==> src/rtl/irq_timer_ctrl.sv <==
// irq_timer_ctrl: platform interrupt source for the RV32IC core.
// The block has a free-running compare timer (id 0) and N_IRQ external lines
// (ids 1..N_IRQ). It latches pending sources and priority-selects one. The
// selected request is presented on int_req/int_num until the core acks it.
// A separate edge-detected path generates the one-cycle NMI pulse.
// Optional build macro: IRQ_LEVEL_EN. When it is defined, the external lines
// are level-sensitive and pend mirrors irq_i. The default build is
// edge-latched.
// "int" is a reserved word in SystemVerilog, so the request output is int_req.
module irq_timer_ctrl #(
  parameter int unsigned N_IRQ   = 4,
  parameter int unsigned IDW     = 3,
  parameter int unsigned HOLDOFF = 2
) (
  input  logic             clk_i,
  input  logic             rst,
  input  logic             en_tmr,
  input  logic [31:0]      limit,
  input  logic [N_IRQ-1:0] irq_i,
  input  logic [N_IRQ-1:0] irq_mask,
  input  logic             nmi_i,
  input  logic             ack,
  output logic             int_req,
  output logic [IDW-1:0]   int_num,
  output logic             nmi,
  output logic [31:0]      tmr_cnt
);

  localparam int unsigned HW = (HOLDOFF > 0) ? $clog2(HOLDOFF + 1) : 1;

  typedef enum logic [1:0] {
    S_IDLE,
    S_PRESENT,
    S_HOLD
  } state_t;

  state_t           state, state_nx;
  logic             int_nx;
  logic [IDW-1:0]   num_nx;
  logic [HW-1:0]    hold_cnt, hold_nx;

  logic             tpend;
  logic [N_IRQ-1:0] pend;
  logic             clr_tmr;
  logic             tmr_run, tmr_wrap, tmr_fire;

  logic [N_IRQ:0]   elig;
  logic [IDW-1:0]   winner;
  logic             found;

  logic             prev_nmi;

  // Timer control decode. When limit is lowered below the count, the count
  // keeps rising, wraps at 2^32-1, and only then reaches the compare value.
  assign tmr_run  = en_tmr && (limit != 32'd0);
  assign tmr_wrap = (tmr_cnt == (limit - 32'd1));
  assign tmr_fire = tmr_run && tmr_wrap;

  // Timer counter and timer-pending flag. A new fire wins over an ack clear.
  always_ff @(posedge clk_i) begin
    if (rst) begin
      tmr_cnt <= '0;
      tpend   <= 1'b0;
    end else begin
      if (tmr_run) begin
        tmr_cnt <= tmr_wrap ? '0 : tmr_cnt + 32'd1;
      end
      tpend <= tmr_fire | (tpend & ~clr_tmr);
    end
  end

`ifdef IRQ_LEVEL_EN
  // Level mode: the pending bits follow the lines; an ack never clears them.
  always_ff @(posedge clk_i) begin
    if (rst) begin
      pend <= '0;
    end else begin
      pend <= irq_i;
    end
  end
`else
  logic [N_IRQ-1:0] prev_irq;
  logic [N_IRQ-1:0] clr_ext;
  logic [N_IRQ-1:0] rise;

  assign rise = irq_i & ~prev_irq;

  // Ack clear for the external source currently being presented.
  always_comb begin
    clr_ext = '0;
    if ((state == S_PRESENT) && ack) begin
      for (int unsigned k = 0; k < N_IRQ; k++) begin
        if (int_num == IDW'(k + 1)) begin
          clr_ext[k] = 1'b1;
        end
      end
    end
  end

  // Edge latching. At reset the history loads the live lines, so a line that
  // is already high raises nothing. A set in the same cycle as a clear wins.
  always_ff @(posedge clk_i) begin
    if (rst) begin
      pend     <= '0;
      prev_irq <= irq_i;
    end else begin
      pend     <= rise | (pend & ~clr_ext);
      prev_irq <= irq_i;
    end
  end
`endif

  // Timer clear: the ack applies to whichever source int_num names.
  assign clr_tmr = (state == S_PRESENT) && ack && (int_num == '0);

  // Eligible set and fixed-priority pick: the timer first, then the lowest line.
  assign elig = {pend & irq_mask, tpend};

  // Priority encoder over the eligible set (bit 0 = timer).
  always_comb begin
    winner = '0;
    found  = 1'b0;
    for (int unsigned i = 0; i <= N_IRQ; i++) begin
      if (!found && elig[i]) begin
        winner = IDW'(i);
        found  = 1'b1;
      end
    end
  end

  // Presentation FSM: next state, next registered outputs and holdoff count.
  always_comb begin
    state_nx = state;
    int_nx   = int_req;
    num_nx   = int_num;
    hold_nx  = hold_cnt;
    case (state)
      S_IDLE: begin
        if (found) begin
          int_nx   = 1'b1;
          num_nx   = winner;
          state_nx = S_PRESENT;
        end
      end
      S_PRESENT: begin
        if (ack) begin
          int_nx = 1'b0;
          if (HOLDOFF == 0) begin
            state_nx = S_IDLE;
          end else begin
            hold_nx  = HW'(HOLDOFF);
            state_nx = S_HOLD;
          end
        end
      end
      S_HOLD: begin
        hold_nx = hold_cnt - HW'(1);
        if (hold_cnt == HW'(1)) begin
          state_nx = S_IDLE;
        end
      end
      default: begin
        state_nx = S_IDLE;
        int_nx   = 1'b0;
      end
    endcase
  end

  // FSM state register and registered request outputs.
  always_ff @(posedge clk_i) begin
    if (rst) begin
      state    <= S_IDLE;
      int_req  <= 1'b0;
      int_num  <= '0;
      hold_cnt <= '0;
    end else begin
      state    <= state_nx;
      int_req  <= int_nx;
      int_num  <= num_nx;
      hold_cnt <= hold_nx;
    end
  end

  // NMI: one-cycle pulse on each rising edge of nmi_i, independent of the FSM.
  always_ff @(posedge clk_i) begin
    if (rst) begin
      nmi      <= 1'b0;
      prev_nmi <= nmi_i;
    end else begin
      nmi      <= nmi_i & ~prev_nmi;
      prev_nmi <= nmi_i;
    end
  end

endmodule

==> config.mk <==
export PLATFORM = sky130hd
export DESIGN_NAME = irq_timer_ctrl
export DESIGN_NICKNAME = d
export VERILOG_FILES = /design/src/rtl/irq_timer_ctrl.sv
export SDC_FILE = /design/constraint.sdc
export NUM_CORES = 1
export LEC_CHECK = 0
export BUFFER_PORTS_ARGS = -buffer_cell sky130_fd_sc_hd__buf_2
export CAP_MARGIN = 30
export CORE_ASPECT_RATIO = 0.5
export CORE_MARGIN = 1
export CORE_UTILIZATION = 30
export DETAILED_ROUTE_END_ITERATION = 10
export HOLD_SLACK_MARGIN = 0.12
export SYNTH_ARGS = -nofsm -noshare
export SYNTH_HDL_FRONTEND = slang
export SYNTH_SLANG_ARGS = --single-unit
export TNS_END_PERCENT = 30
==> constraint.sdc <==
create_clock -name clk_i -period 2.9 [get_ports clk_i]
set_input_delay 0.145 -clock clk_i [delete_from_list [all_inputs] [get_ports clk_i]]
set_output_delay 0.145 -clock clk_i [all_outputs]
set_load 0.1 [all_outputs]
==> flow_metrics.env, run 1 <==
export IMPL_final_setup_viol_count=0
export IMPL_criticalPathCategory="in2reg"
export IMPL_fin_skew_ps=7.60
export IMPL_netlist_area_mm2=0.00334
export IMPL_dpl_hpwl_mm=7.31
export IMPL_fmaxAchievable_ghz=0.358
export IMPL_fp_dieH_um=76.6
export IMPL_stdcell_area_mm2=0.00438
export IMPL_rsz0062_at_grt="false"
export IMPL_cts_tree="done"
export IMPL_final_common_cell="buf_2"
export IMPL_antenna_found_initial=0
export IMPL_grt_pass1_wl_mm=14.9
export IMPL_synthDistinctLibCells=56
export IMPL_synth_main_ff_cell="dfxtp_1"
export IMPL_start_util=0.318
export IMPL_reg2reg_from="tmr_cnt[5]"
export IMPL_grt_util_all_layers=0.164
export IMPL_cts_sinks=51
export IMPL_multi_input_area_mm2=0.00219
export IMPL_reg2regPathDepth=9
export IMPL_seqPwrFrac=0.445
export IMPL_post_route_util=0.417
export IMPL_crit_end="tmr_cnt[15]"
export IMPL_numPortBuffers=81
export IMPL_maxCapViolations=0
export IMPL_die_area_mm2=0.0116
export IMPL_finalHoldViolCount=0
export IMPL_critPathLaunchType="input port"
export IMPL_swShare=0.299
export IMPL_design_core_area_mm2=0.0105
export IMPL_yosys_warnings=0
export IMPL_num_io_pins=82
export IMPL_postCtsSetupBuffers=0
export IMPL_grt_pass1_vias=3107
export IMPL_drcViolationCount=0
export IMPL_rrSetupSlack_ps=250
export IMPL_final_cell_mix="buf_2, nor2_1, xnor2_1"
export IMPL_power_share_combinational=0.188
export IMPL_cp_max_fo=18
export IMPL_internal_power_uw=1170
export IMPL_final_setup_tns_ps=0
export IMPL_peakVddDrop_uv=224
export IMPL_synthesis_nets=463
export IMPL_async_reset_ff_frac=0
export IMPL_pwr_share_clk=0.366
export IMPL_hold_path_class="in2reg"
export IMPL_synth_edf_count=0
export IMPL_rows=26
export IMPL_drt_iter0_drc=185
export IMPL_power_switching_uw=499
export IMPL_wire_per_inst_um=13.6
export IMPL_synth_avg_cell_area_um2=8.04
export IMPL_wl_mm=9.21
export IMPL_diodes=0
export IMPL_timing_final_ws_setup_ps=109
export IMPL_cts_buffers=5
export IMPL_clk_latency_ps=300
export IMPL_critPathLaunch="limit[0]"
export IMPL_ant_nets=0
export IMPL_nets=585
export IMPL_seq_area_mm2=0.00104
export IMPL_path_clk_slew_ps=70
export IMPL_fin_crit_sh=0.962
export IMPL_overflow=0
export IMPL_r2r_end="tmr_cnt[15]"
export IMPL_htreeDepth=2
export IMPL_cp_end_kind="flip-flop"
export IMPL_ys_ff_latch=51
export IMPL_vias=3321
export IMPL_worst_slew_pin_slew_ps=498
export IMPL_grt_max_degree=19
export IMPL_place_area_mm2=0.00417
export IMPL_maxSlewHeadroom=0.670
export IMPL_ys_seq_area_frac=0.306
export IMPL_dp_slack_ps=-257
export IMPL_fillers=1067
export IMPL_root_buffer="clkbuf_16"
export IMPL_area_growth_syn_to_layout_pct=31.2
export IMPL_max_clock_path_buffers=2
export IMPL_min_period_ps=2790
export IMPL_whs_ps=184
export IMPL_synthCells=415
export IMPL_leakage_uw=0.00174
export IMPL_cp_required_ps=3090
export IMPL_layout_drive_gt1_share=0.305
export IMPL_drt_vias_per_instance=4.90
export IMPL_cp_arrival_ps=2980
export IMPL_maxSlewViolCount=0
export IMPL_drt_pass1_iterations=4
export IMPL_gp_congestion=0.849
export IMPL_fp_dieW_um=151
export IMPL_status="complete, no violations"
export IMPL_power_density_mw_per_mm2=381
[routing by layer]
layer  global-route usage  part of all wire  up-vias
met5                    0                 0        -
met4               0.0520             0.015        0
met3               0.0317             0.056       12
met2                0.262              0.44       75
met1                0.221              0.49     1533
li1                     -                 -     1701
[stage by stage]
step,cells,total power [µW]
floorplan,415,948
global placement,664,1060
detailed placement,664,1070
CTS,678,1690
global route,678,1750
finish,678,1670
[registers in the layout, summed over array words and instances, names as in the netlist]
| name | count |
|---|---|
| tmr_cnt | 32 |
| pend | 4 |
| prev_irq | 4 |
| int_num | 3 |
| hold_cnt | 2 |
| state | 2 |
| int_req | 1 |
| nmi | 1 |
| prev_nmi | 1 |
| tpend | 1 |
[synthesized netlist by cell type (7+ instances only)]
master,n,share of area
nand3_1,10,0.015
nor3_1,17,0.025
or3_1,7,0.013
nor2_2,10,0.019
inv_1,17,0.019
a21oi_1,16,0.024
nor2_1,59,0.066
xor2_1,31,0.081
nor4_1,9,0.017
dfxtp_1,51,0.31
nand2_1,33,0.037
xnor2_1,42,0.11
nand4_1,12,0.022
o21ai_0,11,0.016
[how the worst min path moves through the flow]
stage / from / to / slack [ps] / depth (start not counted)
2_1_floorplan: irq_i[0] / prev_irq[0] / 170 / 0
3_3_place_gp: irq_i[3] / prev_irq[3] / 260 / 1
3_5_place_dp: irq_i[3] / prev_irq[3] / 260 / 1
4_1_cts: irq_mask[3] / int_num[2] / 170 / 3
5_1_grt: irq_mask[3] / int_num[2] / 210 / 3
6_report: irq_mask[3] / int_num[2] / 180 / 3
[final cells by class]
class	instances	area share
clock buffer	5	0.0286
clock inverter	3	0.00543
inverter	17	0.0146
multi-input combinational	337	0.500
sequential	51	0.237
tap	140	0.0400
timing repair buffer	125	0.175
[power by group through the flow]
stage | registers, µW | clock network (µW) | logic (µW)
final | 743 | 611 | 314
after global routing | 747 | 658 | 343
after CTS | 742 | 632 | 314
after detailed placement | 759 | 0 | 306
after global placement | 759 | 0 | 302
after floorplan | 810 | 0 | 138
[logic make-up (layout without fill, tap and decap cells)]
group                      after synthesis  after routing  synth area share
AOI/OAI and AO/OA                       57             57             0.120
xor gates and xnor gates                73             73             0.192
adders and majority gates                3              3            0.0112
buffers and inverters                   27            150            0.0394
DFF                                     51             51             0.306
muxes                                    5              5            0.0157
and+or+nand+nor                        199            199             0.316
[critical path, stage by stage]
cell      delay (ps)
buf_2            110
inv_1             50
ha_1             230
or3b_4           450
or4_1            450
or4_1            440
a211oi_2         250
o21ai_2          100
o41ai_4          470
buf_12           220
nor2_1            60
[repair_timing]
| action | in CTS | in global routing |
|---|---|---|
| endpoints found under the setup margin | 0 | 33 |
| hold endpoints to repair | 9 | 0 |
| resized for setup | 0 | 2 |
| hold buffers | 6 | 0 |
Power figures use the tool's default switching activity.
==> inputs of run 2 (changes only) <==
--- a/config.mk
+++ b/config.mk
@@ -11,4 +11,5 @@
 export CORE_MARGIN = 1
 export CORE_UTILIZATION = 30
+export CTS_CLUSTER_DIAMETER = 200
 export DETAILED_ROUTE_END_ITERATION = 10
 export HOLD_SLACK_MARGIN = 0.12
==> constraint.sdc (replaced) <==
create_clock -name clk_i -period 2.9 [get_ports clk_i]
set_input_delay 0.145 -clock clk_i [delete_from_list [all_inputs] [get_ports clk_i]]
set_output_delay 0.145 -clock clk_i [all_outputs]
set_load 0.02 [all_outputs]
==> flow_metrics.env, run 2 (synthesis gave the netlist of run 1 again) <==
export IMPL_grt_max_degree=19
export IMPL_layoutNonFillerInstCount=680
export IMPL_root_buffer="clkbuf_16"
export IMPL_drt_pass1_iterations=4
export IMPL_antenna_found_initial=0
export IMPL_power_switching_uw=454
export IMPL_num_io_pins=82
export IMPL_drt_vias_per_instance=4.87
export IMPL_critPathLaunchType="input port"
export IMPL_maxSlewHeadroom=0.750
export IMPL_nets=587
export IMPL_cp_arrival_ps=2910
export IMPL_wire_per_inst_um=13.3
export IMPL_cts_buffers=5
export IMPL_fin_skew_ps=6.48
export IMPL_fmaxAchievable_ghz=0.366
export IMPL_internal_power_uw=1170
export IMPL_worst_slew_pin_slew_ps=371
export IMPL_finalHoldViolCount=0
export IMPL_slowest_delay_ps=450
export IMPL_gp_congestion=0.863
export IMPL_status="complete, no violations"
export IMPL_maxSlewViolCount=0
export IMPL_hold_path_class="in2reg"
export IMPL_path_clk_slew_ps=80
export IMPL_fp_dieH_um=76.6
export IMPL_vias=3314
export IMPL_fin_crit_sh=0.941
export IMPL_dpl_hpwl_mm=7.28
export IMPL_cts_tree="done"
export IMPL_reg2reg_from="tmr_cnt[5]"
export IMPL_start_util=0.318
export IMPL_max_clock_path_buffers=2
export IMPL_slowest_stage="or3b_4"
export IMPL_min_period_ps=2730
export IMPL_fp_dieW_um=151
export IMPL_drcViolationCount=0
export IMPL_area_growth_syn_to_layout_pct=31.0
export IMPL_criticalPathCategory="in2reg"
export IMPL_largest_reg_flops=32
export IMPL_swShare=0.279
export IMPL_clk_latency_ps=300
export IMPL_hp_start="irq_mask[3]"
export IMPL_cp_max_fo=18
export IMPL_grt_pass1_vias=3144
export IMPL_post_route_util=0.416
export IMPL_final_setup_viol_count=0
export IMPL_rows=26
export IMPL_seqPwrFrac=0.455
export IMPL_grt_util_all_layers=0.163
export IMPL_postCtsSetupBuffers=0
export IMPL_ant_nets=0
export IMPL_maxCapViolations=0
export IMPL_power_density_mw_per_mm2=372
export IMPL_regMostFlops="tmr_cnt"
export IMPL_htreeDepth=2
export IMPL_critPathLaunch="limit[0]"
export IMPL_overflow=0
export IMPL_cp_required_ps=3080
export IMPL_grt_pass1_wl_mm=15.0
export IMPL_stdcell_area_mm2=0.00437
export IMPL_layout_drive_gt1_share=0.283
export IMPL_cp_end_kind="flip-flop"
export IMPL_leakage_uw=0.00174
export IMPL_reg_top3="tmr_cnt (32), pend (4), prev_irq (4)"
export IMPL_dp_cells=666
export IMPL_diodes=0
export IMPL_path_buf_inv=4
export IMPL_crit_family="compound AO/OA/AOI/OAI gates"
export IMPL_pwr_share_clk=0.383
export IMPL_place_area_mm2=0.00415
export IMPL_critical_path_cell_chain="buf_2, inv_1, ha_1, or3b_4, o31ai_1, a21oi_1, nor4_1, buf_4, nand2_1, a2111o_1, o41ai_4, buf_6, nor2_1"
export IMPL_rsz0062_at_grt="false"
export IMPL_drt_iter0_drc=183
export IMPL_final_common_cell="buf_2"
export IMPL_cts_sinks=51
export IMPL_die_area_mm2=0.0116
export IMPL_final_cell_mix="buf_2, nor2_1, dfxtp_1"
export IMPL_numPortBuffers=81
export IMPL_wl_mm=9.07
export IMPL_design_core_area_mm2=0.0105
export IMPL_peakVddDrop_uv=219
export IMPL_power_share_combinational=0.162
export IMPL_final_setup_tns_ps=0
## run 2: changes by cell type in the layout (fill, tap and decap cells not counted), sizes merged
cell    delta
clkinv     -1
inv        +1
buf        +2
## run 2: metrics by stage
step | setup slack (ps) | total power [µW] | hold WS (ps)
2_1_floorplan | 75.0 | 897 | 173
3_3_place_gp | -139 | 1010 | 260
3_5_place_dp | -195 | 1010 | 259
4_1_cts | 94.8 | 1650 | 164
5_1_grt | 20.9 | 1710 | 205
6_report | 171 | 1630 | 176
## run 2: layer usage
layer / global-route usage / vias up / wire (µm)
met2: 0.261 / 69 / 4090
met4: 0.0450 / 0 / 83
met5: 0 / - / 0
met3: 0.0341 / 8 / 444
met1: 0.220 / 1533 / 4450
li1: - / 1704 / -
## run 2: power groups by stage
stage / sequential [µW] / combinational (µW) / clock (µW)
2_1_floorplan: 760 / 138 / 0
3_3_place_gp: 756 / 253 / 0
3_5_place_dp: 756 / 255 / 0
4_1_cts: 740 / 262 / 645
5_1_grt: 743 / 291 / 676
6_report: 739 / 263 / 623
## run 2: final timing paths
check | end | slack [ps] | depth (start not counted)
max | tmr_cnt[18] | 170 | 13
min reg2reg | nmi | 400 | 1
min | int_num[2] | 180 | 3
max reg2reg | tmr_cnt[18] | 230 | 9
## run 2: repair_timing
| item | in CTS | in global routing |
|---|---|---|
| endpoints found under the hold margin | 9 | 0 |
| hold buffers | 6 | 0 |
| endpoints found under the setup margin | 0 | 32 |
| gates resized for setup | 0 | 3 |
## run 2: worst min-delay path, cell delays in order
cell and delay (ps):
buf_2 110, a31oi_1 120, a211oi_1 50
## run 2: layout make-up
| cell class | count | area (µm²) |
|---|---|---|
| clock inverters | 3 | 27.5 |
| inverters | 17 | 63.8 |
| flip-flops and latches | 51 | 1020 |
| repair buffers | 127 | 773 |
| clock buffers | 5 | 125 |
| multi-input cells | 337 | 2190 |
| fillers | 1104 | 6130 |
| well taps | 140 | 175 |
==> inputs of run 3 (changes only) <==
CORE_ASPECT_RATIO = not set   (was 0.5)
==> flow_metrics.env, run 3 (synthesis gave the netlist of run 1 again) <==
export IMPL_drt_iter0_drc=175
export IMPL_hold_path_depth=3
export IMPL_design_core_area_mm2=0.0108
export IMPL_numPortBuffers=81
export IMPL_overflow=0
export IMPL_final_common_cell="buf_2"
export IMPL_cp_max_fo=22
export IMPL_rows=38
export IMPL_cp_required_ps=3120
export IMPL_power_share_combinational=0.178
export IMPL_cts_sinks=51
export IMPL_cp_arrival_ps=2960
export IMPL_reg_top3="tmr_cnt (32), pend (4), prev_irq (4)"
export IMPL_power_density_mw_per_mm2=340
export IMPL_max_clock_path_buffers=2
export IMPL_fin_skew_ps=4.11
export IMPL_start_util=0.308
export IMPL_dp_cells=660
export IMPL_htreeDepth=2
export IMPL_fmaxAchievable_ghz=0.364
export IMPL_grt_pass1_wl_mm=15.2
export IMPL_regMostFlops="tmr_cnt"
export IMPL_layoutNonFillerInstCount=674
export IMPL_gp_congestion=0.829
export IMPL_power_switching_uw=420
export IMPL_seqPwrFrac=0.510
export IMPL_min_period_ps=2750
export IMPL_reg2reg_from="tmr_cnt[5]"
export IMPL_hp_start="irq_mask[3]"
export IMPL_internal_power_uw=1040
export IMPL_maxCapViolations=0
export IMPL_vias=3285
export IMPL_status="complete, no violations"
export IMPL_wl_mm=9.36
export IMPL_place_area_mm2=0.00413
export IMPL_area_growth_syn_to_layout_pct=28.5
export IMPL_fp_dieW_um=107
export IMPL_rsz0062_at_grt="false"
export IMPL_criticalPathCategory="in2reg"
export IMPL_cts_buffers=5
export IMPL_critPathLaunch="limit[0]"
export IMPL_finalHoldViolCount=0
export IMPL_nets=581
export IMPL_critPathLaunchType="input port"
export IMPL_postCtsSetupBuffers=0
export IMPL_hold_path_end="int_num[2]"
export IMPL_hold_path_class="in2reg"
export IMPL_pwr_share_clk=0.312
export IMPL_maxSlewViolCount=0
export IMPL_diodes=0
export IMPL_num_io_pins=82
export IMPL_antenna_found_initial=0
export IMPL_drt_pass1_iterations=4
export IMPL_ant_nets=0
export IMPL_stdcell_area_mm2=0.00429
export IMPL_fin_crit_sh=0.947
export IMPL_fp_dieH_um=107
export IMPL_layout_drive_gt1_share=0.272
export IMPL_largest_reg_flops=32
export IMPL_r2r_end="tmr_cnt[21]"
export IMPL_rrSetupSlack_ps=220
export IMPL_worst_slew_pin_slew_ps=367
export IMPL_final_setup_tns_ps=0
export IMPL_grt_util_all_layers=0.169
export IMPL_peakVddDrop_uv=194
export IMPL_clk_latency_ps=320
export IMPL_final_cell_mix="buf_2, nor2_1, dfxtp_1"
export IMPL_leakage_uw=0.00169
export IMPL_drcViolationCount=0
export IMPL_path_clk_slew_ps=100
export IMPL_grt_max_degree=23
export IMPL_cp_end_kind="flip-flop"
export IMPL_maxSlewHeadroom=0.753
export IMPL_drt_vias_per_instance=4.87
export IMPL_grt_pass1_vias=3077
export IMPL_die_area_mm2=0.0116
export IMPL_final_setup_viol_count=0
export IMPL_dpl_hpwl_mm=7.44
export IMPL_root_buffer="clkbuf_8"
export IMPL_cts_tree="done"
export IMPL_wire_per_inst_um=13.9
export IMPL_reg2regPathDepth=9
export IMPL_swShare=0.288
==> run 3: cell count changes in the layout (fill, tap and decap cells not counted) <==
cell        previous run  this run
inv_8                  1         0
buf_4                 38        31
or3b_4                 1         0
or3b_1                 1         2
clkbuf_1               0         1
clkinvlp_4             1         0
buf_12                 0         2
buf_6                  2         1
inv_6                  1         0
clkbuf_8               0         6
clkinv_4               0         1
clkbuf_16              5         0
==> run 3: through the flow <==
stage	hold slack, ps	utilization	power (µW)	setup slack [ps]
6_report	158	0.396	1460	154
5_1_grt	181	0.396	1530	4.65
4_1_cts	155	0.395	1470	178
3_5_place_dp	261	0.381	1010	-160
3_3_place_gp	257	0.381	1000	-82.2
2_1_floorplan	173	-	897	75.0
==> run 3: area by class of cell <==
cell class / count / area [µm²]
Inverter: 17 / 63.8
Clock buffer: 7 / 86.3
Fill cell: 1151 / 6550
Clock inverter: 1 / 8.76
Sequential cell: 51 / 1020
Tap cell: 140 / 175
Timing Repair Buffer: 121 / 749
Multi-Input combinational cell: 337 / 2190
==> run 3: power by group through the flow <==
| stage | sequential [µW] | combinational [µW] | clock [µW] |
|---|---|---|---|
| floorplan | 760 | 138 | 0 |
| global placement | 757 | 246 | 0 |
| detailed placement | 759 | 252 | 0 |
| CTS | 742 | 259 | 470 |
| global route | 747 | 286 | 495 |
| finish | 743 | 259 | 455 |
==> run 3: layer usage <==
metal	track usage	up-vias	share of wire
met5	0	-	0
met4	0.0470	0	0.012
met3	0.0297	5	0.043
met2	0.281	64	0.47
met1	0.223	1532	0.47
li1	-	1684	-
==> run 3: worst max-delay path by stage <==
| stage | to | slack, ps | cells past startpoint |
|---|---|---|---|
| 2_1_floorplan | tmr_cnt[3] | 80 | 10 |
| 3_3_place_gp | tmr_cnt[27] | -80 | 12 |
| 3_5_place_dp | tmr_cnt[26] | -160 | 11 |
| 4_1_cts | tmr_cnt[26] | 180 | 11 |
| 5_1_grt | tmr_cnt[20] | 5 | 12 |
| 6_report | tmr_cnt[21] | 150 | 11 |
==> run 3: what timing repair did <==
item | CTS | global route
hold endpoints to repair | 9 | 0
endpoints found under the setup margin | 0 | 5
hold buffers | 6 | 0
gates resized for setup | 0 | 1
==> run 3: worst max-delay path: stages <==
cell and delay [ps]:
buf_2 100, inv_1 50, ha_1 170, or3b_1 470
or3_1 440, mux2_1 350, a311oi_1 270, nand4_1 200
o41ai_4 460, buf_12 230, nor2_1 70
